### src/rtl/wb_pkg.sv
// rtl/wb_pkg.sv - shared constants and state type for the write-back stage
package wb_pkg;

    localparam int SRC_ALU = 0;
    localparam int SRC_MEM = 1;
    localparam int SRC_CSR = 2;
    localparam int SRC_MUL = 3;
    localparam int SRC_DIV = 4;
    localparam int SRC_TID = 5;

    localparam int MOP_LB  = 0;
    localparam int MOP_LH  = 1;
    localparam int MOP_LW  = 2;
    localparam int MOP_LBU = 3;
    localparam int MOP_LHU = 4;
    localparam int MOP_W   = 5;

    typedef enum logic {
        ST_RUN   = 1'b0,
        ST_FLUSH = 1'b1
    } wb_state_t;

endpackage

### src/rtl/wb_load_align.sv
// rtl/wb_load_align.sv - load data lane extraction and sign/zero extension
module wb_load_align
    import wb_pkg::*;
#(
    parameter int XLEN = 32
) (
    input  logic [1:0]       offset,
    input  logic [XLEN-1:0]  data,
    input  logic [MOP_W-1:0] mem_op,
    output logic [XLEN-1:0]  result
);

    logic [7:0]  byte_lane;
    logic [15:0] half_lane;

    always_comb begin
        case (offset)
            2'd0:    byte_lane = data[7:0];
            2'd1:    byte_lane = data[15:8];
            2'd2:    byte_lane = data[23:16];
            default: byte_lane = data[31:24];
        endcase
        half_lane = offset[1] ? data[31:16] : data[15:0];
    end

    // Misaligned halfword loads produce zero rather than a straddling value.
    always_comb begin
        result = '0;
        if (mem_op[MOP_LB]) begin
            result = {{(XLEN-8){byte_lane[7]}}, byte_lane};
        end else if (mem_op[MOP_LBU]) begin
            result = {{(XLEN-8){1'b0}}, byte_lane};
        end else if (mem_op[MOP_LH]) begin
            result = offset[0] ? '0 : {{(XLEN-16){half_lane[15]}}, half_lane};
        end else if (mem_op[MOP_LHU]) begin
            result = offset[0] ? '0 : {{(XLEN-16){1'b0}}, half_lane};
        end else if (mem_op[MOP_LW]) begin
            result = data;
        end
    end

endmodule

### src/rtl/wb_unit.sv
// rtl/wb_unit.sv - write-back stage: result select, GR write, exception/ERTN redirect
module wb_unit
    import wb_pkg::*;
#(
    parameter int XLEN  = 32,
    parameter int NSRC  = 6,
    parameter int CNT_W = 64
) (
    input  logic                 clk,
    input  logic                 rst_n,
    input  logic                 in_valid,
    output logic                 in_ready,
    input  logic [XLEN-1:0]      in_pc,
    input  logic [4:0]           in_dest,
    input  logic                 in_gr_we,
    input  logic [NSRC-1:0]      in_sel,
    input  logic [NSRC*XLEN-1:0] in_res,
    input  logic [MOP_W-1:0]     in_mem_op,
    input  logic                 in_exc,
    input  logic [5:0]           in_ecode,
    input  logic [8:0]           in_esubcode,
    input  logic [XLEN-1:0]      in_maddr,
    input  logic                 in_ertn,
    input  logic                 flush_ack,
    output logic                 rf_we,
    output logic [4:0]           rf_waddr,
    output logic [XLEN-1:0]      rf_wdata,
    output logic                 byp_valid,
    output logic [4:0]           byp_dest,
    output logic [XLEN-1:0]      byp_data,
    output logic                 flush,
    output logic                 exc_submit,
    output logic                 ertn_submit,
    output logic [5:0]           exc_ecode,
    output logic [8:0]           exc_esubcode,
    output logic [XLEN-1:0]      exc_pc,
    output logic [XLEN-1:0]      exc_maddr,
    output logic [CNT_W-1:0]     retire_cnt,
    output logic [XLEN-1:0]      debug_wb_pc,
    output logic [3:0]           debug_wb_rf_we,
    output logic [4:0]           debug_wb_rf_wnum,
    output logic [XLEN-1:0]      debug_wb_rf_wdata
);

    wb_state_t       state_q, state_d;
    logic [XLEN-1:0] load_data, sel_res;
    logic            accept, active, redirect;

    logic            ent_valid, ent_gr_we, ent_exc, ent_ertn;
    logic [XLEN-1:0] ent_pc, ent_res, ent_maddr;
    logic [4:0]      ent_dest;
    logic [5:0]      ent_ecode;
    logic [8:0]      ent_esubcode;

    wb_load_align #(.XLEN(XLEN)) u_load_align (
        .offset (in_res[1:0]),
        .data   (in_res[SRC_MEM*XLEN +: XLEN]),
        .mem_op (in_mem_op),
        .result (load_data)
    );

    always_comb begin
        sel_res = '0;
        for (int i = 0; i < NSRC; i++) begin
            if (in_sel[i]) begin
                sel_res = (i == SRC_MEM) ? load_data : in_res[i*XLEN +: XLEN];
            end
        end
        if (!$onehot(in_sel)) begin
            sel_res = '0;
        end
    end

    assign in_ready = (state_q == ST_RUN);
    assign accept   = in_valid && in_ready;
    assign active   = ent_valid && (state_q == ST_RUN);
    assign redirect = active && (ent_exc || ent_ertn);

    always_comb begin
        state_d = state_q;
        case (state_q)
            ST_RUN:   if (redirect)  state_d = ST_FLUSH;
            ST_FLUSH: if (flush_ack) state_d = ST_RUN;
            default:  state_d = ST_RUN;
        endcase
    end

    // An entry accepted alongside a redirecting one is younger and is dropped.
    always_ff @(posedge clk or negedge rst_n) begin
        if (!rst_n) begin
            state_q      <= ST_RUN;
            ent_valid    <= 1'b0;
            ent_gr_we    <= 1'b0;
            ent_exc      <= 1'b0;
            ent_ertn     <= 1'b0;
            ent_pc       <= '0;
            ent_res      <= '0;
            ent_maddr    <= '0;
            ent_dest     <= '0;
            ent_ecode    <= '0;
            ent_esubcode <= '0;
            retire_cnt   <= '0;
        end else begin
            state_q   <= state_d;
            ent_valid <= accept && !redirect;
            if (accept) begin
                ent_gr_we    <= in_gr_we;
                ent_exc      <= in_exc;
                ent_ertn     <= in_ertn;
                ent_pc       <= in_pc;
                ent_res      <= sel_res;
                ent_maddr    <= in_maddr;
                ent_dest     <= in_dest;
                ent_ecode    <= in_ecode;
                ent_esubcode <= in_esubcode;
            end
            if (active && !ent_exc) begin
                retire_cnt <= retire_cnt + CNT_W'(1);
            end
        end
    end

    assign rf_we        = active && ent_gr_we && !ent_exc && !ent_ertn && (ent_dest != 5'd0);
    assign rf_waddr     = ent_dest;
    assign rf_wdata     = ent_res;
    assign byp_valid    = rf_we;
    assign byp_dest     = ent_dest;
    assign byp_data     = ent_res;
    assign flush        = redirect || (state_q == ST_FLUSH);
    assign exc_submit   = active && ent_exc;
    assign ertn_submit  = active && ent_ertn && !ent_exc;
    assign exc_ecode    = ent_ecode;
    assign exc_esubcode = ent_esubcode;
    assign exc_pc       = ent_pc;
    assign exc_maddr    = ent_maddr;

    assign debug_wb_pc       = ent_pc;
    assign debug_wb_rf_we    = {4{rf_we}};
    assign debug_wb_rf_wnum  = ent_dest;
    assign debug_wb_rf_wdata = ent_res;

endmodule

### config.mk
export PLATFORM = sky130hd
export DESIGN_NAME = wb_unit
export DESIGN_NICKNAME = d
export VERILOG_FILES = /design/src/rtl/wb_pkg.sv /design/src/rtl/wb_load_align.sv /design/src/rtl/wb_unit.sv
export SDC_FILE = /design/constraint.sdc
export NUM_CORES = 1
export LEC_CHECK = 0
export ABC_AREA = 0
export BUFFER_PORTS_ARGS = -buffer_cell sky130_fd_sc_hd__buf_2
export CORE_AREA = 4 4 231 233
export CTS_CLUSTER_DIAMETER = 120
export DETAILED_ROUTE_END_ITERATION = 10
export DIE_AREA = 0 0 235 237
export GPL_TIMING_DRIVEN = 0
export PLACE_DENSITY_LB_ADDON = 0.2
export SYNTH_ARGS = -nofsm -noshare
export SYNTH_HDL_FRONTEND = slang
export SYNTH_SLANG_ARGS = --single-unit
export TNS_END_PERCENT = 30
### constraint.sdc
create_clock -name clk -period 2.4 [get_ports clk]
set_input_delay 0.24 -clock clk [delete_from_list [all_inputs] [get_ports clk]]
set_output_delay 0.24 -clock clk [all_outputs]
set_load 0.03 [all_outputs]
==> impl_metrics.toml <==
[run_status]
run_status = "complete, but fails checks"
failed_checks = "setup timing"

[logic_synthesis]
synth_top_area_cell = "dfrtp_1"
post_synth_num_cell_types = 58
synthesis.area_um2 = 10600
fraction_of_the_yosys_area_taken_by_sequential_cells = 0.438
synth_nets = 1508
ys.flop_type = "dfrtp_1"
synth_cells = 1209
synth_async_sr_flop_share = 1.00
yosys_register_bits = 185
yosys.area.top_type_share = 0.438
number_of_synthesized_flops_with_an_enable_pin = 0
cell_types_occupying_the_most_area_after_synthesis = "dfrtp_1 (44%), nand2_1 (13%), buf_4 (7.9%)"
yosysWarningCount = 0
synthesis.area_per_instance_um2 = 8.75

[global_routing]
m3_gr_usage = 0.0487
antenna_found_initial = 8
grtUsageTotal = 0.177
grt_max_degree = 106
grt-ovfl-total = 0
grt_util_met2 = 0.316
global_route.usage.met1 = 0.207
busiest_layer = "met2"
number_of_global_route_vias_before_repair = 11856
grt_first_pass_wirelength_mm = 75.4

[setup_path]
critical_path.endpoint_type = "register"
maximum_fanout_along_the_worst_path = 8
crit_type = "in -> reg"
r2r-start = "state_q"
arrival_ps = 3060
timing.critical_path.from_type = "input pin"
cp-startpoint = "in_sel[0]"
worst-endpoint-required_ps = 2820
r2r_setup_slack_ps = 190
regToRegEndpoint = "exc_esubcode[6]"
timing.reg2reg.worst_path_depth = 6

[detailed_routing]
initialDrtViolationCount = 606
final_antenna_net_count = 0
remaining_drc_errors = 0
vias_per_inst = 4.44
detail_route.first_pass.iterations = 5
routed-via-count = 11632
drt-wirelength-per-cell_um = 19.6
detail_route.wirelength_mm = 51.4

[hold_path]
holdPathStages = 3
timing.hold.worst.class = "in -> reg"
timing.hold.worst.start = "in_res[68]"
worst_hold_path.endpoint = "byp_data[4]"

[sta]
finalCritPeriodShare = 1.10
max_slew_margin = 0.394
report.final.setup_viol = 32
report.final.hold_viol_count = 0
grt_setup_unrepaired = "yes"
worst_slew_pin_slew_ps = 909
postLayoutSetupSlackWorst_ps = -239
min_period_ps = 2640
fmaxAchievable_ghz = 0.379
finalHoldWorstSlack_ps = 54.8
drv_slew = 0
worst_clock_skew_ps = 15.4

[floorplanning]
die-height_um = 237
fp.dieArea_um2 = 55700
num_io_pins = 590
coreArea_um2 = 51200
die_width_um = 235
num_rows = 83
start_util = 0.207

[cts]
cts_made_buffers = 17
root_buffer = "clkbuf_16"
maximum_number_of_buffers_from_clock_root_to_sink = 2
clock_insertion_delay_worst_skew_ps = 490
cts_tree = "built"
cts.sink_count = 185
clkTransAtPathRegs_ps = 90
h_tree_depth_reported_by_cts = 4

[placed_design]
place_hpwl_mm = 41.3
globalplace.congestion = 0.885
portBuffers = 586
post-place-cells = 2476
pre_cts_ws_ps = -1390

[cells_and_area]
drive_gt1_frac = 0.432
finish.net_count = 2223
mostFrequentLayoutCell = "buf_2"
postLayoutCoreUtil = 0.323
final.fill_count = 5457
area_delta_synth_final_pct = 56.5
most-common-layout-cells = "buf_2 (584), nand2_1 (353), dfrtp_1 (185), buf_4 (116), dlygate4sd3_1 (97)"
instances_no_fill = 2622

[power_and_ir_drop]
pwr_density_cell_nw_per_um2 = 905
power.ir.vdd_worst_mv = 0.510
power.static_leakage_nw = 8.66
design_power_mw = 15.0

[run]
drv.max_cap_violation_count = 0
metal layers:
layer	share of wire	vias up	wire [µm]
met1	0.40	5582	20300
met2	0.51	461	26400
li1	-	5523	-
met3	0.066	62	3380
met4	0.023	4	1180
met5	0.00049	-	25
power breakdown:
part | switching, mW | total (mW) | internal, mW
logic | 4.83 | 7.31 | 2.49
clock network | 1.45 | 3.05 | 1.61
registers | 0.739 | 4.62 | 3.88
per-stage QoR:
step                      cell area [µm²]  setup TNS (ps)
after detailed placement            14400          -53890
after global placement              14400         -475920
final                               16500           -4180
after global routing                16500           -8040
after CTS                           16200           -3270
after floorplan                     10600          -10380
flip-flops by register name, summed over array words and instances (netlist names):
name / cells
ent_exc: 1
byp_data: 32
byp_dest: 5
ent_valid: 1
retire_cnt: 64
ent_ertn: 1
ent_gr_we: 1
exc_maddr: 32
exc_ecode: 6
exc_esubcode: 9
state_q: 1
debug_wb_pc: 32
worst max path at each step:
stage                                to  slack [ps]  depth (start not counted)
after floorplan             byp_data[0]        -370                         12
after global placement    exc_maddr[27]       -2360                          1
after detailed placement   byp_data[18]       -1390                         13
after CTS                   byp_data[6]        -150                         14
after global routing        byp_data[4]        -320                         14
final                       byp_data[0]        -240                         14
synthesized netlist by cell type, drive strengths merged (2+ instances only):
master  number
ha           2
inv         19
a221oi      30
nor3b        2
a22oi       35
o21ai       51
a41oi        2
clkbuf      53
nor3        19
o41ai        5
or3          2
nor2        49
mux4         8
nor2b        4
mux2         4
a21oi       39
nand4       23
buf        124
and3        10
or2          2
nor4         8
and2         4
fa           3
a311o        8
o31ai        6
nand2b       3
clkinv       2
o221ai       9
dfrtp      185
o22ai       23
xor2        24
xnor2       39
nand3       31
o211ai       5
and4        12
nand2      353
cell type report:
type | count | area [µm²] | share of cell area
antenna | 5 | 12.5 | 0.000756
timing repair buffer | 696 | 4140 | 0.250
clock buffer | 18 | 439 | 0.0265
tap | 680 | 851 | 0.0514
sequential | 185 | 4630 | 0.280
buffer | 177 | 1150 | 0.0698
inverter | 21 | 83.8 | 0.00507
clock inverter | 14 | 176 | 0.0107
multi-input combinational | 826 | 5060 | 0.306
what timing repair did:
action | CTS | global route
setup endpoints to repair | 133 | 89
pin swaps | 15 | 27
resized for setup | 53 | 47
buffers inserted | 4 | 6
hold endpoints to repair | 176 | 0
hold buffers | 97 | 0
gates cloned | 0 | 2
worst max-delay path, cell delays in order:
cell	delay [ps]
buf_12	110
fa_1	520
inv_1	50
fa_1	430
inv_1	70
ha_2	160
inv_2	30
fa_1	490
nand3_2	110
or2_4	320
nor2_4	140
buf_12	140
o221ai_1	120
o21ai_1	130
kinds of logic (layout without fill, tap and decap cells):
kind of cell    count (synthesis)  count (layout)  share of synthesized area
mux                            13              13                     0.0222
buf+inv                       198             926                      0.111
other cells                     0               5                          0
fa+ha+maj                       5               5                    0.00805
compound gates                219             219                      0.139
simple gates                  526             526                      0.229
xor+xnor                       63              63                     0.0522
flops                         185             185                      0.438
Power figures use the tool's default switching activity.
